==> config.mk <==
export PLATFORM = sky130hd
export DESIGN_NAME = bus_demux3x32
export DESIGN_NICKNAME = d
export VERILOG_FILES = /design/src/rtl/bus_demux3x32.sv
export SDC_FILE = /design/constraint.sdc
export NUM_CORES = 1
export LEC_CHECK = 0
export ABC_CLOCK_PERIOD_IN_PS = 1600
export BUFFER_PORTS_ARGS = -buffer_cell sky130_fd_sc_hd__buf_4
export CAP_MARGIN = 0
export CORE_ASPECT_RATIO = 0.75
export CORE_MARGIN = 2
export CORE_UTILIZATION = 49
export CTS_CLUSTER_SIZE = 20
export DETAILED_ROUTE_END_ITERATION = 12
export GPL_TIMING_DRIVEN = 0
export MAX_ROUTING_LAYER = met4
export PLACE_DENSITY_LB_ADDON = 0.25
export SYNTH_ARGS = -nofsm -noshare
export SYNTH_HDL_FRONTEND = slang
export SYNTH_SLANG_ARGS = --single-unit
==> constraint.sdc <==
create_clock -name CLK -period 1.6 [get_ports CLK]
set_clock_uncertainty 0.15 [all_clocks]
set_input_delay 0.32 -clock CLK [delete_from_list [all_inputs] [get_ports CLK]]
set_output_delay 0.32 -clock CLK [all_outputs]
set_load 0.02 [all_outputs]
==> src/rtl/bus_demux3x32.sv <==
// Write-side 3-way bus demux: captures IN into holding register A, B or C with byte enables,
// tracks unconsumed data per register and flags overwrite-before-consume and illegal selects.
module bus_demux3x32 #(
  parameter logic [31:0] RESET_VAL = 32'h0000_0000
) (
  input  logic        CLK,
  input  logic        N_RST,
  input  logic [31:0] IN,
  input  logic [1:0]  SEL,
  input  logic        N_WE,
  input  logic [3:0]  BE,
  input  logic [2:0]  RD_ACK,
  input  logic        ERR_CLR,
  output logic [31:0] OUT_A,
  output logic [31:0] OUT_B,
  output logic [31:0] OUT_C,
  output logic [2:0]  N_LOAD,
  output logic [2:0]  FRESH,
  output logic [2:0]  OVR,
  output logic        ERR
);

  logic [31:0] data_q [3];
  logic [31:0] data_d [3];
  logic [2:0]  fresh_q, fresh_d;
  logic [2:0]  ovr_q, ovr_d;
  logic        err_q, err_d;
  logic [2:0]  wr;
  logic [31:0] be_mask;

  // 74139-style decode: one active-low strobe per legal select, none for SEL==11
  always_comb begin
    N_LOAD = 3'b111;
    for (int k = 0; k < 3; k++) begin
      if (!N_WE && (SEL == 2'(k))) N_LOAD[k] = 1'b0;
    end
  end

  assign wr      = ~N_LOAD;
  assign be_mask = {{8{BE[3]}}, {8{BE[2]}}, {8{BE[1]}}, {8{BE[0]}}};

  always_comb begin
    ovr_d = ERR_CLR ? 3'b000 : ovr_q;
    err_d = (ERR_CLR ? 1'b0 : err_q) | (!N_WE && (SEL == 2'b11));
    for (int k = 0; k < 3; k++) begin
      data_d[k]  = data_q[k];
      fresh_d[k] = fresh_q[k];
      if (wr[k]) begin
        data_d[k]  = (data_q[k] & ~be_mask) | (IN & be_mask);
        fresh_d[k] = 1'b1;
        // A same-edge ack means the old data was consumed, so this is not an overwrite
        if (fresh_q[k] && !RD_ACK[k]) ovr_d[k] = 1'b1;
      end else if (RD_ACK[k]) begin
        fresh_d[k] = 1'b0;
      end
    end
  end

  always_ff @(posedge CLK or negedge N_RST) begin
    if (!N_RST) begin
      for (int k = 0; k < 3; k++) data_q[k] <= RESET_VAL;
      fresh_q <= 3'b000;
      ovr_q   <= 3'b000;
      err_q   <= 1'b0;
    end else begin
      for (int k = 0; k < 3; k++) data_q[k] <= data_d[k];
      fresh_q <= fresh_d;
      ovr_q   <= ovr_d;
      err_q   <= err_d;
    end
  end

  assign OUT_A = data_q[0];
  assign OUT_B = data_q[1];
  assign OUT_C = data_q[2];
  assign FRESH = fresh_q;
  assign OVR   = ovr_q;
  assign ERR   = err_q;

`ifdef FORMAL
  a_full_a: assert property (@(posedge CLK) disable iff (!N_RST)
    (!N_WE && SEL == 2'd0 && BE == 4'hF) |=> (OUT_A == $past(IN)));
  a_full_b: assert property (@(posedge CLK) disable iff (!N_RST)
    (!N_WE && SEL == 2'd1 && BE == 4'hF) |=> (OUT_B == $past(IN)));
  a_full_c: assert property (@(posedge CLK) disable iff (!N_RST)
    (!N_WE && SEL == 2'd2 && BE == 4'hF) |=> (OUT_C == $past(IN)));
  a_illegal: assert property (@(posedge CLK) disable iff (!N_RST)
    (!N_WE && SEL == 2'd3) |=> ($stable(OUT_A) && $stable(OUT_B) && $stable(OUT_C)));
  a_onehot: assert property (@(posedge CLK) $countones(~N_LOAD) <= 1);
`endif

endmodule
# After elaboration in Yosys (flattened, before gate mapping)
# Cells that the tools add are included.
word_totals:
  in_bits: 45
  reg_bits: 103
classes:
  bitwise_logic: 10
  n_eq_ne: 3
  n_reduce_logical: 15
  mux: 17
ops:
  columns: ["operator", "count"]
  rows:
  - ["AND 32 bit", 4]
  - ["OR 32 bit", 3]
  - ["NOT 32 bit", 1]
  - ["2-to-1 mux 1 bit", 16]
  - ["logical AND 1 bit", 7]
  - ["nonzero test 2 bit", 3]
  - ["equality test 2 bit (second input constant)", 2]
  - ["zero test 1 bit", 4]
  - ["2-to-1 mux 3 bit", 1]
  - ["NOT 3 bit", 1]
  - ["equality test 2 x 1 -> 1 bit (second input constant)", 1]
  - ["zero test 2 bit", 1]
  - ["OR 1 bit", 1]

# Logic depth before layout (Yosys ltp)
# Gate-level depths: netlist (run 1).
depth:
  depth_word: 5
  depth_mapped: 4
  depth_no_buf: 2

# Worst setup path before layout (run 1)
# OpenSTA, ideal clock, no wires.
synth_timing:
  kind: "in2reg"
  from: "input port N_WE"
  to: "register with a tool-made name"
  path_buffers: 1
  arrival_ns: 1.315
  cell_stages: 3
  setup_slack_ns: 0.010
  setup_ns: 0.125
  required_time_ns: 1.325
  path_cell_list: "clkbuf_8 nor4b_4 mux2_2"
synth_rtl:
  columns: ["element", "line_no", "source"]
  rows:
  - ["start: declaration", "10", "input logic N_WE,"]

# Worst setup path after layout (run 1)
layout_timing:
  from: "input port N_WE"
  to: "output port N_LOAD[1]"
layout_between:
  elab_chain_cells: 3
layout_lines:
  columns: ["element", "line_no", "source"]
  rows:
  - ["zero test 1 bit", "35", "if (!N_WE && (SEL == 2'(k))) N_LOAD[k] = 1'b0;"]
  - ["logical AND 1 bit", "35", null]
  - ["2-to-1 mux 1 bit", "35", null]
  - ["end: declaration", "17", "output logic [2:0] N_LOAD,"]
# No other way between the ends.

==> results of run 1 <==
==> report_power, final <==
part	leakage, nW	switching [W]	internal, W
sequential	1.25	0.000291	0.00314
combinational	1.25	0.00120	0.00117
clock	0.0744	0.000838	0.000558
total	2.57	0.00233	0.00488
==> what timing repair did <==
action | CTS | global route
gates resized for setup | 3 | 2
hold endpoints to repair | 0 | 9
hold buffers | 0 | 1
endpoints found under the setup margin | 6 | 2
==> layer usage <==
metal | up-vias | GRT usage, % | wire length, microns
met5 | - | - | 0
met4 | 0 | 5.38 | 59
met3 | 8 | 5.97 | 597
met2 | 102 | 29.9 | 3880
met1 | 1262 | 26.3 | 3860
li1 | 1173 | - | -
==> path summary, 6_finish.rpt <==
path	end	from	cells after the start
worst min-delay path	ERR$_DFF_PN0_	ERR_CLR	2
worst max register to register	register	register	1
min in group asynchronous	asynchronous set/reset pin	N_RST	2
worst max-delay path	N_LOAD[1]	N_WE	3
worst min register to register	register	register	1
max in group asynchronous	asynchronous set/reset pin	N_RST	2
==> stage by stage <==
step / utilization [%] / setup TNS, ns / area, sq um / hold WS (ns) / std cells
after global routing: 68.8 / 0 / 5450 / 0.0325 / 508
after detailed placement: 66.7 / -21.05 / 5280 / 0.346 / 495
after global placement: 66.7 / -17.75 / 5280 / 0.341 / 495
final: 68.8 / 0 / 5450 / 0.0336 / 508
after CTS: 68.5 / 0 / 5430 / 0.0100 / 507
after floorplan: - / 0 / 4020 / -0.126 / 240
==> Yosys cell counts <==
master / instances / share of area (%)
and4bb_2: 8 / 2.5
nand2_1: 3 / 0.28
nand3b_1: 1 / 0.19
inv_1: 4 / 0.37
or3b_2: 2 / 0.44
nor4b_4: 4 / 2.4
clkbuf_8: 1 / 0.34
nand2b_1: 3 / 0.47
buf_2: 8 / 1.0
o21ai_0: 1 / 0.12
or3_1: 1 / 0.16
dfrtp_1: 103 / 64
buf_4: 2 / 0.37
mux2_2: 96 / 27
o22ai_1: 3 / 0.47
==> worst max-delay path: stages <==
cell and delay (ns):
buf_4 0.18, or3b_4 0.43, buf_4 0.17
==> cells by family (layout without fill, tap and decap cells) <==
logic type	count (synthesis)	count (layout)	share of synthesized area, %
DFF	103	103	64.1
and+or+nand+nor	22	22	6.38
AOI/OAI and AO/OA	4	4	0.591
muxes	96	96	26.9
buffers and inverters	15	178	2.08
==> cell usage in the layout, fill, tap and decap left out, drive strengths merged <==
master       Yosys  layout
buf             10     158
dfrtp          103     103
mux2            96      96
clkbuf           1      10
and4bb           8       8
inv              4       4
nor4b            4       4
nand2b           3       3
o22ai            3       3
nand2            3       3
clkinvlp         0       3
or3b             2       2
clkinv           0       2
nand3b           1       1
o21ai            1       1
or3              1       1
dlygate4sd3      0       1
==> layout make-up <==
| class | instances | area share [%] |
|---|---|---|
| clock buffers | 10 | 2.34 |
| inverters | 4 | 0.276 |
| repair buffers | 151 | 21.1 |
| multi-input cells | 122 | 25.2 |
| well taps | 105 | 2.41 |
| flip-flops and latches | 103 | 47.3 |
| plain buffers | 8 | 0.735 |
| clock inverters | 5 | 0.666 |
==> results.ini, run 1 <==
[drt]
wl_per_cell_microns=16.5
vias=2545
drt_first_pass_iters=4
drtAntennaViolNets=0
drcViolationCount=0
dr.first_iter.drc_count=62
drt_wl_total_microns=8400
via_per_inst=5.01

[sta]
max-slew-margin-rel_pct=40.6
setup_viol=0
fin_ws_ns=0.0277
period_minus_slack_ns=1.57
slew_violations=0
fmax_mhz=636
rsz0062_at_grt=no
hold_viol=0
fin_crit_sh_pct=98.3
worst_pin_slew_ns=0.892

[floorplan]
die-area_sq_um=8960
initial_core_util_pct=50.8
die_w_microns=109
dieHeight_microns=82.5
core_area_sq_um=7920
row_count=28
pin_count=151

[clock_network]
cts_buffer_depth=2
cts_made_buffers=9
cts_setup_buffers=0
htreeDepth=3
root_buffer=clkbuf_8
cts.sinks=103
clk_latency_ns=0.35
cts_tree=built
clk_pin_slew_ns=0.09

[synthesis]
synth_area_sq_um=4020
yosysWarnings=0
avgSynthCellArea_sq_um=16.8
synth.distinct_cells=15
syn_nets=285
synthCells=240
ys_seq_area_share_pct=64.1
ys_seq_elements=103

[placed_design]
place_ws_ns=-0.397
dp_hpwl_microns=6080
io_buffers=150
place.gp.congestion=0.751

[cells_and_area]
multi_input_area_sq_um=1370
ff_latch_area_sq_um=2580
antennaDiodeCount=0
area_growth_pct=35.4
fillers=585
layout.nets=444
drive_gt1_share_pct=70.2

[grt]
grt_pass1_vias=2499
grt_antenna_before_repair=0
grt_start_max_net_pins=104
grt.overflow.total=0
grtUsageTotal_pct=19.8
grt_pass1_wl_microns=12900

[power]
power_w=0.00721
powerDensity_nw_per_um2=1320
vdd_drop_max_mv=0.747
leakage_nw=2.57

[setup_path]
arrival_ns=1.10
crit_path_max_fanout=16
crit_path_start_kind=primary input
worst_ep_required_time_ns=1.13
reg2reg_setup_slack_ns=0.66
cp-end-kind=output pin
crit_type=primary input to output pin

[job]
cap_violations=0

[min_path]
hold_class=primary input to register

[status]
status=completed

Note: power is estimated with default switching activity, not from simulation.
==> run 2, diff against run 1 <==
--- a/config.mk
+++ b/config.mk
@@ -8,7 +8,7 @@
 export ABC_CLOCK_PERIOD_IN_PS = 1600
 export BUFFER_PORTS_ARGS = -buffer_cell sky130_fd_sc_hd__buf_4
 export CAP_MARGIN = 0
-export CORE_ASPECT_RATIO = 0.75
+export CORE_ASPECT_RATIO = 1.2
 export CORE_MARGIN = 2
 export CORE_UTILIZATION = 49
 export CTS_CLUSTER_SIZE = 20
==> run 2 against run 1 <==
Net effect:
- the flow now finishes with violations (hold timing)
- flip-flop and latch count unchanged
- clock-buffer cell count is 4 higher
- critical path depth unchanged
- register-to-register slack hardly changed
- sequential power about the same
- design area hardly changed
- routed wire length down 1.9%
- first-iteration DRC count up 45%
- non-clock buffer count down 1
- total power is 1.5% higher
==> results.ini, run 2 (synthesis results as in run 1) <==
[setup_path]
crit_type=primary input to output pin
reg2reg_setup_slack_ns=0.67
cp-end-kind=output pin
cp-startpoint=N_WE
crit_path_max_fanout=16
arrival_ns=1.10
crit_path_start_kind=primary input
r2r_cells=1
worst_ep_required_time_ns=1.13

[cells_and_area]
antennaDiodeCount=0
area_growth_pct=35.3
drive_gt1_share_pct=70.3
final_cell_mix=buf_4 (147), dfrtp_1 (103), mux2_2 (96), clkbuf_8 (13)
fin_area_sq_um=5440
layoutNonFillerInstCount=496
final_common_cell=buf_4
layout.nets=443

[clock_network]
clk_latency_ns=0.36
hold_buffers=0
htreeDepth=3
cts.sinks=103
clk_pin_slew_ns=0.09
cts_made_buffers=9
cts_tree=built
root_buffer=clkbuf_8
cts_buffer_depth=2

[drt]
via_per_inst=5.12
vias=2538
drt_wl_total_microns=8240
drt_first_pass_iters=4
dr.first_iter.drc_count=90
wl_per_cell_microns=16.6
drcViolationCount=0
drtAntennaViolNets=0

[sta]
rsz0062_at_grt=no
fmax_mhz=637
fin_crit_sh_pct=98.2
slew_violations=0
hold_viol=103
finalSetupTns_ns=0
max-slew-margin-rel_pct=39.2
period_minus_slack_ns=1.57
setup_viol=0
worst_pin_slew_ns=0.913
finalHoldWorstSlack_ns=-0.101

[power]
pwr-share-seq_pct=46.9
comb_power_share_pct=32.3
leakage_nw=2.59
clkPwrFrac_pct=20.8
p_int_w=0.00504
powerDensity_nw_per_um2=1340
power_w=0.00732
power.switching_w=0.00228
vdd_drop_max_mv=0.942
switching_share_pct=31.1

[status]
status=complete, but fails checks
violations=hold timing

[grt]
grtUsageTotal_pct=19.2
grt_antenna_before_repair=0
grt_pass1_wl_microns=12600
grt_pass1_vias=2539
grt.overflow.total=0
grt_start_max_net_pins=104

[placed_design]
dp_hpwl_microns=6020
io_buffers=150
dp.cells=485
dpl_cell_area_sq_um=5270
place.gp.congestion=0.732

[floorplan]
dieHeight_microns=103
die-area_sq_um=8950
core_area_sq_um=8060
initial_core_util_pct=49.9
pin_count=151
row_count=36
die_w_microns=86.7

[job]
cap_violations=0

[min_path]
hold_class=primary input to asynchronous set/reset pin

run 2: worst max-delay path by stage:
| stage | endpoint | slack, ns | cells past startpoint |
|---|---|---|---|
| floorplan | register | 0.01 | 3 |
| global placement | register | -0.38 | 4 |
| detailed placement | register | -0.39 | 4 |
| CTS | N_LOAD[2] | 0.02 | 3 |
| global route | N_LOAD[2] | 0.02 | 3 |
| finish | N_LOAD[2] | 0.03 | 3 |
run 2: power by group through the flow:
stage | registers, W | clock network (W) | logic, W
floorplan | 0.00414 | 0 | 0.000550
global placement | 0.00346 | 0 | 0.00236
detailed placement | 0.00349 | 0 | 0.00240
CTS | 0.00344 | 0.00156 | 0.00240
global route | 0.00350 | 0.00166 | 0.00251
finish | 0.00343 | 0.00152 | 0.00236
run 2: worst max-delay path: stages:
cell and delay, ns:
buf_4 0.18, or3b_4 0.43, buf_4 0.17
run 2: area by class of cell:
type                       instances  area [sq um]
sequential                       103          2580
multi-input combinational        122          1370
fill                             617          2620
tap                               95           119
inverter                           4          15.0
timing repair buffer             150          1140
clock buffer                      14           183
buffer                             8          40.0
run 2: stage by stage:
stage          utilization (%)  hold slack (ns)  worst slack (ns)
5_1_grt                   67.5          0.00416            0.0156
4_1_cts                   67.5          0.00715            0.0247
2_1_floorplan                -           -0.126            0.0100
3_5_place_dp              65.3            0.347            -0.389
6_report                  67.5           -0.101            0.0293
3_3_place_gp              65.3            0.342            -0.378
run 2: layer usage:
metal | GRT usage [%] | part of all wire (%)
met3 | 3.25 | 4.7
met5 | - | 0
met4 | 9.01 | 1.6
met1 | 24.5 | 43
met2 | 30.2 | 51
run 2: timing repair:
item / in CTS / in global routing
gates resized for setup: 5 / 0
setup endpoints to repair: 3 / 0
buffers inserted: 0 / 0
